**src/rtl/dmem_store_buffer_pkg.sv**
```systemverilog
// rtl/dmem_store_buffer_pkg.sv - shared widths, depth and state encodings for the store buffer
package dmem_store_buffer_pkg;

    localparam int WORD_LEN = 32;
    localparam int STRB_LEN = 4;
    localparam int SB_DEPTH = 4;

    typedef enum logic [1:0] {
        SB_IDLE  = 2'd0,
        SB_DRAIN = 2'd1,
        SB_FLUSH = 2'd2
    } sb_state_t;

endpackage

```
**src/rtl/sb_fwd_merge.sv**
```systemverilog
// rtl/sb_fwd_merge.sv - youngest-first per-byte merge of matching store entries
module sb_fwd_merge
    import dmem_store_buffer_pkg::*;
#(
    parameter int DEPTH = SB_DEPTH
) (
    input  logic [DEPTH-1:0]               i_match,
    input  logic [DEPTH-1:0][WORD_LEN-1:0] i_data,
    input  logic [DEPTH-1:0][STRB_LEN-1:0] i_strb,
    output logic [WORD_LEN-1:0]            o_data,
    output logic [STRB_LEN-1:0]            o_mask
);

    // Index 0 is the oldest entry; later (younger) matches overwrite earlier lanes.
    always_comb begin
        o_data = '0;
        o_mask = '0;
        for (int k = 0; k < DEPTH; k++) begin
            if (i_match[k]) begin
                for (int b = 0; b < STRB_LEN; b++) begin
                    if (i_strb[k][b]) begin
                        o_data[8*b +: 8] = i_data[k][8*b +: 8];
                        o_mask[b]        = 1'b1;
                    end
                end
            end
        end
    end

endmodule

```
**src/rtl/dmem_store_buffer.sv**
```systemverilog
// rtl/dmem_store_buffer.sv - in-order store FIFO draining to memory; STORE_FWD_EN adds load forwarding
module dmem_store_buffer
    import dmem_store_buffer_pkg::*;
#(
    parameter int DEPTH = SB_DEPTH,
    parameter int CNT_W = 3
) (
    input  logic                clk,
    input  logic                rst_n,
    input  logic                st_valid,
    output logic                st_ready,
    input  logic [WORD_LEN-1:0] st_addr,
    input  logic [WORD_LEN-1:0] st_wdata,
    input  logic [STRB_LEN-1:0] st_wstrb,
    output logic                mem_wen,
    output logic [WORD_LEN-1:0] mem_addr_w,
    output logic [WORD_LEN-1:0] mem_wdata,
    output logic [STRB_LEN-1:0] mem_wstrb,
    input  logic                mem_wack,
    input  logic [WORD_LEN-1:0] ld_addr,
    output logic                fwd_hit,
    output logic [WORD_LEN-1:0] fwd_data,
    output logic [STRB_LEN-1:0] fwd_mask,
    input  logic                flush_req,
    output logic                flush_done,
    output logic                empty,
    output logic [CNT_W-1:0]    count
);

    localparam int PTR_W = CNT_W - 1;

    logic [WORD_LEN-1:2] r_addr [DEPTH];
    logic [WORD_LEN-1:0] r_data [DEPTH];
    logic [STRB_LEN-1:0] r_strb [DEPTH];
    logic [PTR_W-1:0]    r_head;
    logic [PTR_W-1:0]    r_tail;
    logic [CNT_W-1:0]    r_count;
    logic                r_empty;
    logic                r_flush_done;
    sb_state_t           r_state;
    sb_state_t           w_state_next;
    logic                w_flush_done_next;
    logic                w_push;
    logic                w_pop;
    logic [CNT_W-1:0]    w_count_next;
    logic                w_unused;

    // Ready depends only on registered state so memory ack never reaches the core combinationally.
    assign st_ready = (r_count != CNT_W'(DEPTH)) && (r_state != SB_FLUSH);
    assign mem_wen  = (r_count != '0);
    assign w_push   = st_valid && st_ready;
    assign w_pop    = mem_wen && mem_wack;

    assign mem_addr_w = mem_wen ? {r_addr[r_head], 2'b00} : '0;
    assign mem_wdata  = mem_wen ? r_data[r_head] : '0;
    assign mem_wstrb  = mem_wen ? r_strb[r_head] : '0;
    assign count      = r_count;
    assign empty      = r_empty;
    assign flush_done = r_flush_done;

    // Occupancy after this cycle's push/pop; a simultaneous push and pop cancel out.
    always_comb begin
        w_count_next = r_count;
        case ({w_push, w_pop})
            2'b10:   w_count_next = r_count + CNT_W'(1);
            2'b01:   w_count_next = r_count - CNT_W'(1);
            default: w_count_next = r_count;
        endcase
    end

    // Next state; a flush that finds the buffer already drained completes without entering FLUSH.
    always_comb begin
        w_state_next      = r_state;
        w_flush_done_next = 1'b0;
        case (r_state)
            SB_IDLE, SB_DRAIN: begin
                if (flush_req) begin
                    if (w_count_next == '0) begin
                        w_state_next      = SB_IDLE;
                        w_flush_done_next = 1'b1;
                    end else begin
                        w_state_next = SB_FLUSH;
                    end
                end else if (w_count_next != '0) begin
                    w_state_next = SB_DRAIN;
                end else begin
                    w_state_next = SB_IDLE;
                end
            end
            SB_FLUSH: begin
                if (w_count_next == '0) begin
                    w_state_next      = SB_IDLE;
                    w_flush_done_next = 1'b1;
                end
            end
            default: w_state_next = SB_IDLE;
        endcase
    end

    // Control registers; reset discards every queued entry.
    always_ff @(posedge clk or negedge rst_n) begin
        if (!rst_n) begin
            r_state      <= SB_IDLE;
            r_head       <= '0;
            r_tail       <= '0;
            r_count      <= '0;
            r_empty      <= 1'b1;
            r_flush_done <= 1'b0;
        end else begin
            r_state      <= w_state_next;
            r_count      <= w_count_next;
            r_empty      <= (w_count_next == '0);
            r_flush_done <= w_flush_done_next;
            if (w_push) r_tail <= r_tail + PTR_W'(1);
            if (w_pop)  r_head <= r_head + PTR_W'(1);
        end
    end

    // Entry storage; contents are only observed while counted as valid, so no reset is needed.
    always_ff @(posedge clk) begin
        if (w_push) begin
            r_addr[r_tail] <= st_addr[WORD_LEN-1:2];
            r_data[r_tail] <= st_wdata;
            r_strb[r_tail] <= st_wstrb;
        end
    end

`ifdef STORE_FWD_EN
    logic [DEPTH-1:0]               w_fwd_match;
    logic [DEPTH-1:0][WORD_LEN-1:0] w_age_data;
    logic [DEPTH-1:0][STRB_LEN-1:0] w_age_strb;

    // Re-order entries oldest-to-youngest starting at head and word-compare each valid one.
    always_comb begin
        logic [PTR_W-1:0] v_idx;
        w_fwd_match = '0;
        w_age_data  = '0;
        w_age_strb  = '0;
        v_idx       = '0;
        for (int k = 0; k < DEPTH; k++) begin
            v_idx          = r_head + PTR_W'(k);
            w_age_data[k]  = r_data[v_idx];
            w_age_strb[k]  = r_strb[v_idx];
            w_fwd_match[k] = (CNT_W'(k) < r_count) &&
                             (r_addr[v_idx] == ld_addr[WORD_LEN-1:2]);
        end
    end

    sb_fwd_merge #(
        .DEPTH (DEPTH)
    ) u_fwd_merge (
        .i_match (w_fwd_match),
        .i_data  (w_age_data),
        .i_strb  (w_age_strb),
        .o_data  (fwd_data),
        .o_mask  (fwd_mask)
    );

    assign fwd_hit  = |fwd_mask;
    assign w_unused = ^{st_addr[1:0], ld_addr[1:0]};
`else
    assign fwd_hit  = 1'b0;
    assign fwd_data = '0;
    assign fwd_mask = '0;
    assign w_unused = ^{st_addr[1:0], ld_addr};
`endif

endmodule

```
**config.mk**
```make
export PLATFORM = sky130hd
export DESIGN_NAME = dmem_store_buffer
export DESIGN_NICKNAME = d
export VERILOG_FILES = /design/src/rtl/dmem_store_buffer_pkg.sv /design/src/rtl/sb_fwd_merge.sv /design/src/rtl/dmem_store_buffer.sv
export SDC_FILE = /design/constraint.sdc
export NUM_CORES = 1
export LEC_CHECK = 0
export ABC_AREA = 1
export BUFFER_PORTS_ARGS = -buffer_cell sky130_fd_sc_hd__buf_4
export CORE_UTILIZATION = 37
export DETAILED_ROUTE_END_ITERATION = 12
export GPL_ROUTABILITY_DRIVEN = 0
export PLACE_DENSITY = 0.69
export REMOVE_ABC_BUFFERS = 1
export SYNTH_ARGS = -nofsm -noshare
export SYNTH_HDL_FRONTEND = slang
export SYNTH_SLANG_ARGS = --single-unit
```
**constraint.sdc**
```tcl
create_clock -name clk -period 3.59 [get_ports clk]
set_input_delay 0.718 -clock clk [delete_from_list [all_inputs] [get_ports clk]]
set_output_delay 0.718 -clock clk [all_outputs]
set_load 0.02 [all_outputs]
```
==> flow_metrics.tcl <==
set metrics [dict create \
    overflow 0 \
    yosys_warnings 0 \
    synth-seq-cells 275 \
    die_y_um 175.3 \
    place_area_um2 12430 \
    min_path_type "input port to register" \
    max_slew_margin 0.5262 \
    drt_iter0_markers 409 \
    final-setup-viol-count 0 \
    drt_pass1_iterations 5 \
    syn2layout_area_growth_pct 20.28 \
    netlist_instances 890 \
    rr_worst_depth 11 \
    p_per_area_nw_per_um2 922.3 \
    via_per_inst 4.765 \
    min_period_ps 3203 \
    synth_fa_ha_area_frac 0.007432 \
    max_freq_mhz 312.2 \
    fin_area_um2 13360 \
    synth-simple-area-share 0.1012 \
    regToRegStartpoint "count[1]" \
    drive_above_1_share 0.2044 \
    netlist_area_um2 11110 \
    end_kind "output port" \
    p_leak_nw 4.849 \
    finalCritPeriodShare 0.8923 \
    cp.required_ps 2870 \
    min_to "r_addr[1][6]" \
    io-pin-count 217 \
    start_util 0.3759 \
    clock-sinks 275 \
    crit_arrival_ps 2490 \
    r2r_slack_ps 1260 \
    power_w 0.01233 \
    via_count 6871 \
    maxSlewViolCount 0 \
    drc_errors 0 \
    tightestPinTransition_ps 709.6 \
    cts_root_buf "clkbuf_16" \
    cts_inserted_buffers 29 \
    synth_xor_area_frac 0.001577 \
    yosysUniqueCellTypes 24 \
    synthMuxAreaShare 0 \
    antenna_left 0 \
    rsz0062_at_grt "no" \
    vdd_drop_max_mv 0.6228 \
    grt_pass1_vias 6800 \
    hold_violations 0 \
    crit_type "register to output port" \
    status "finished, final reports clean" \
    syn_avg_cell_area_um2 12.48 \
    cts_buffer_depth 3 \
    port_buffers 143 \
    rr_endpoint "r_state[0]" \
    crit_path_max_fanout 27 \
    ctsResizeCount 0 \
    num_rows 63 \
    coreArea_um2 29560 \
    min_path_cells 1 \
    grt_pass1_wl_um 36430 \
    clock_skew_ps 9.524 \
    start_kind "register" \
    clk_pin_slew_ps 60 \
    die_x_um 175.3 \
    antenna_found_initial 1 \
    dp.final_hpwl_um 13090 \
    wire_per_inst_um 16.47 \
    die_area_um2 30730 \
    ctsHtreeMaxLevel 1 \
    grt_max_degree 134 \
    hold_start "st_addr[8]" \
    gr-usage-all-layers 0.1543 \
    antenna_cells 0 \
    fin_setup_tns_ps 0 \
    finalWirelength_um 23750 \
    nets 1142 \
    cts_tree "yes" \
    synth_seq_area_share 0.7384 \
    synth_compound_area_frac 0.09054 \
    max_cap_violations 0 \
    clk_latency_ps 530 \
    synth_top_family_by_area "simple AND/OR/NAND/NOR gates" \
]
==> cells in the mapped netlist (all sizes together) <==
cell type	instances	area (um^2)
inv	21	81.33
nor2	275	1032
clkbuf	18	73.82
conb	1	3.750
o21ai	133	665.6
nand3	5	35.03
fa	1	20.02
ha	5	62.56
nand4	1	6.260
edfxtp	264	7928
buf	72	516.8
and2	1	6.260
a21oi	68	340.3
dfstp	1	26.28
xor2	2	17.52
nand2	12	45.04
dfrtp	10	250.2
==> layout by cell type, fill, tap and decap left out, types with 2 or more instances in the layout <==
cell	instances
nor2_1	271
ha_1	5
dfrtp_1	8
clkbuf_16	29
nor2_4	4
inv_1	18
buf_12	3
edfxtp_1	264
bufinv_16	3
xor2_1	2
conb_1	39
clkinvlp_4	3
o21ai_0	65
buf_4	158
clkinv_2	4
inv_6	2
a21oi_1	68
inv_2	2
nand3_1	3
nand3_2	2
clkinv_1	6
nand2_1	12
clkbuf_1	4
o21ai_1	68
==> how the worst max path moves through the flow <==
stage,startpoint,cells past startpoint,endpoint
finish,r_head[1],6,mem_addr_w[10]
global route,r_head[1],6,mem_wdata[19]
CTS,r_head[1],6,mem_addr_w[10]
detailed placement,r_head[1],6,mem_addr_w[10]
global placement,r_head[1],6,mem_wdata[6]
floorplan,r_head[0],3,mem_addr_w[10]
==> worst max-delay path, stage by stage, from the launching register on <==
cell and delay (ps):
dfrtp_2 560, inv_2 420, buf_4 430, nor2_1 110
o21ai_1 100, a21oi_1 110, buf_4 200
==> flip-flops by register name (all words and copies together) (netlist names) <==
signal / flops
count: 3
empty: 1
flush_done: 1
r_addr: 120
r_data: 128
r_head: 2
r_state: 2
r_strb: 16
r_tail: 2
==> logic make-up (layout without fill, tap and decap cells) <==
group,Yosys count,count (layout)
AOI/OAI and AO/OA,201,201
DFF,275,275
buffers and inverters,111,235
xor gates and xnor gates,2,2
other,1,39
adders and majority gates,6,6
and+or+nand+nor,294,294
==> metal layers <==
| metal | track usage | routed length (um) |
|---|---|---|
| met1 | 0.1933 | 10120 |
| met2 | 0.2717 | 11820 |
| met3 | 0.03117 | 1237 |
| met4 | 0.04022 | 552 |
| met5 | 0 | 17 |
==> layout make-up <==
type	instances	area [um^2]
Timing Repair Buffer	162	1256
Sequential cell	275	8209
Clock inverter	19	181.4
Multi-Input combinational cell	542	2407
Inverter	21	81.33
Clock buffer	33	740.7
Tap cell	390	488.0
Fill cell	2644	16200
==> repair_timing <==
action                     4_1_cts  5_1_grt
hold endpoints to repair        10        0
hold buffers                     1        0
setup endpoints to repair        0        0
setup buffers                    0        0
==> where the power goes <==
group | leakage (nW) | switching (W) | internal [W]
Sequential | 2.53 | 0.000173 | 0.00413
Combinational | 1.88 | 0.00337 | 0.00178
Clock | 0.443 | 0.00118 | 0.00169
Total | 4.85 | 0.00472 | 0.00760
==> metrics by stage <==
stage	setup slack, ps	instances	utilization	hold slack, ps
after floorplan	-928.3	838	-	422.4
after global placement	932.7	1389	0.4206	529.3
after detailed placement	894.3	1389	0.4206	524.7
after CTS	315.8	1442	0.4521	350.5
after global routing	201.7	1442	0.4521	356.9
final	386.7	1442	0.4521	379.4
Note: power is estimated with default switching activity, not from simulation.
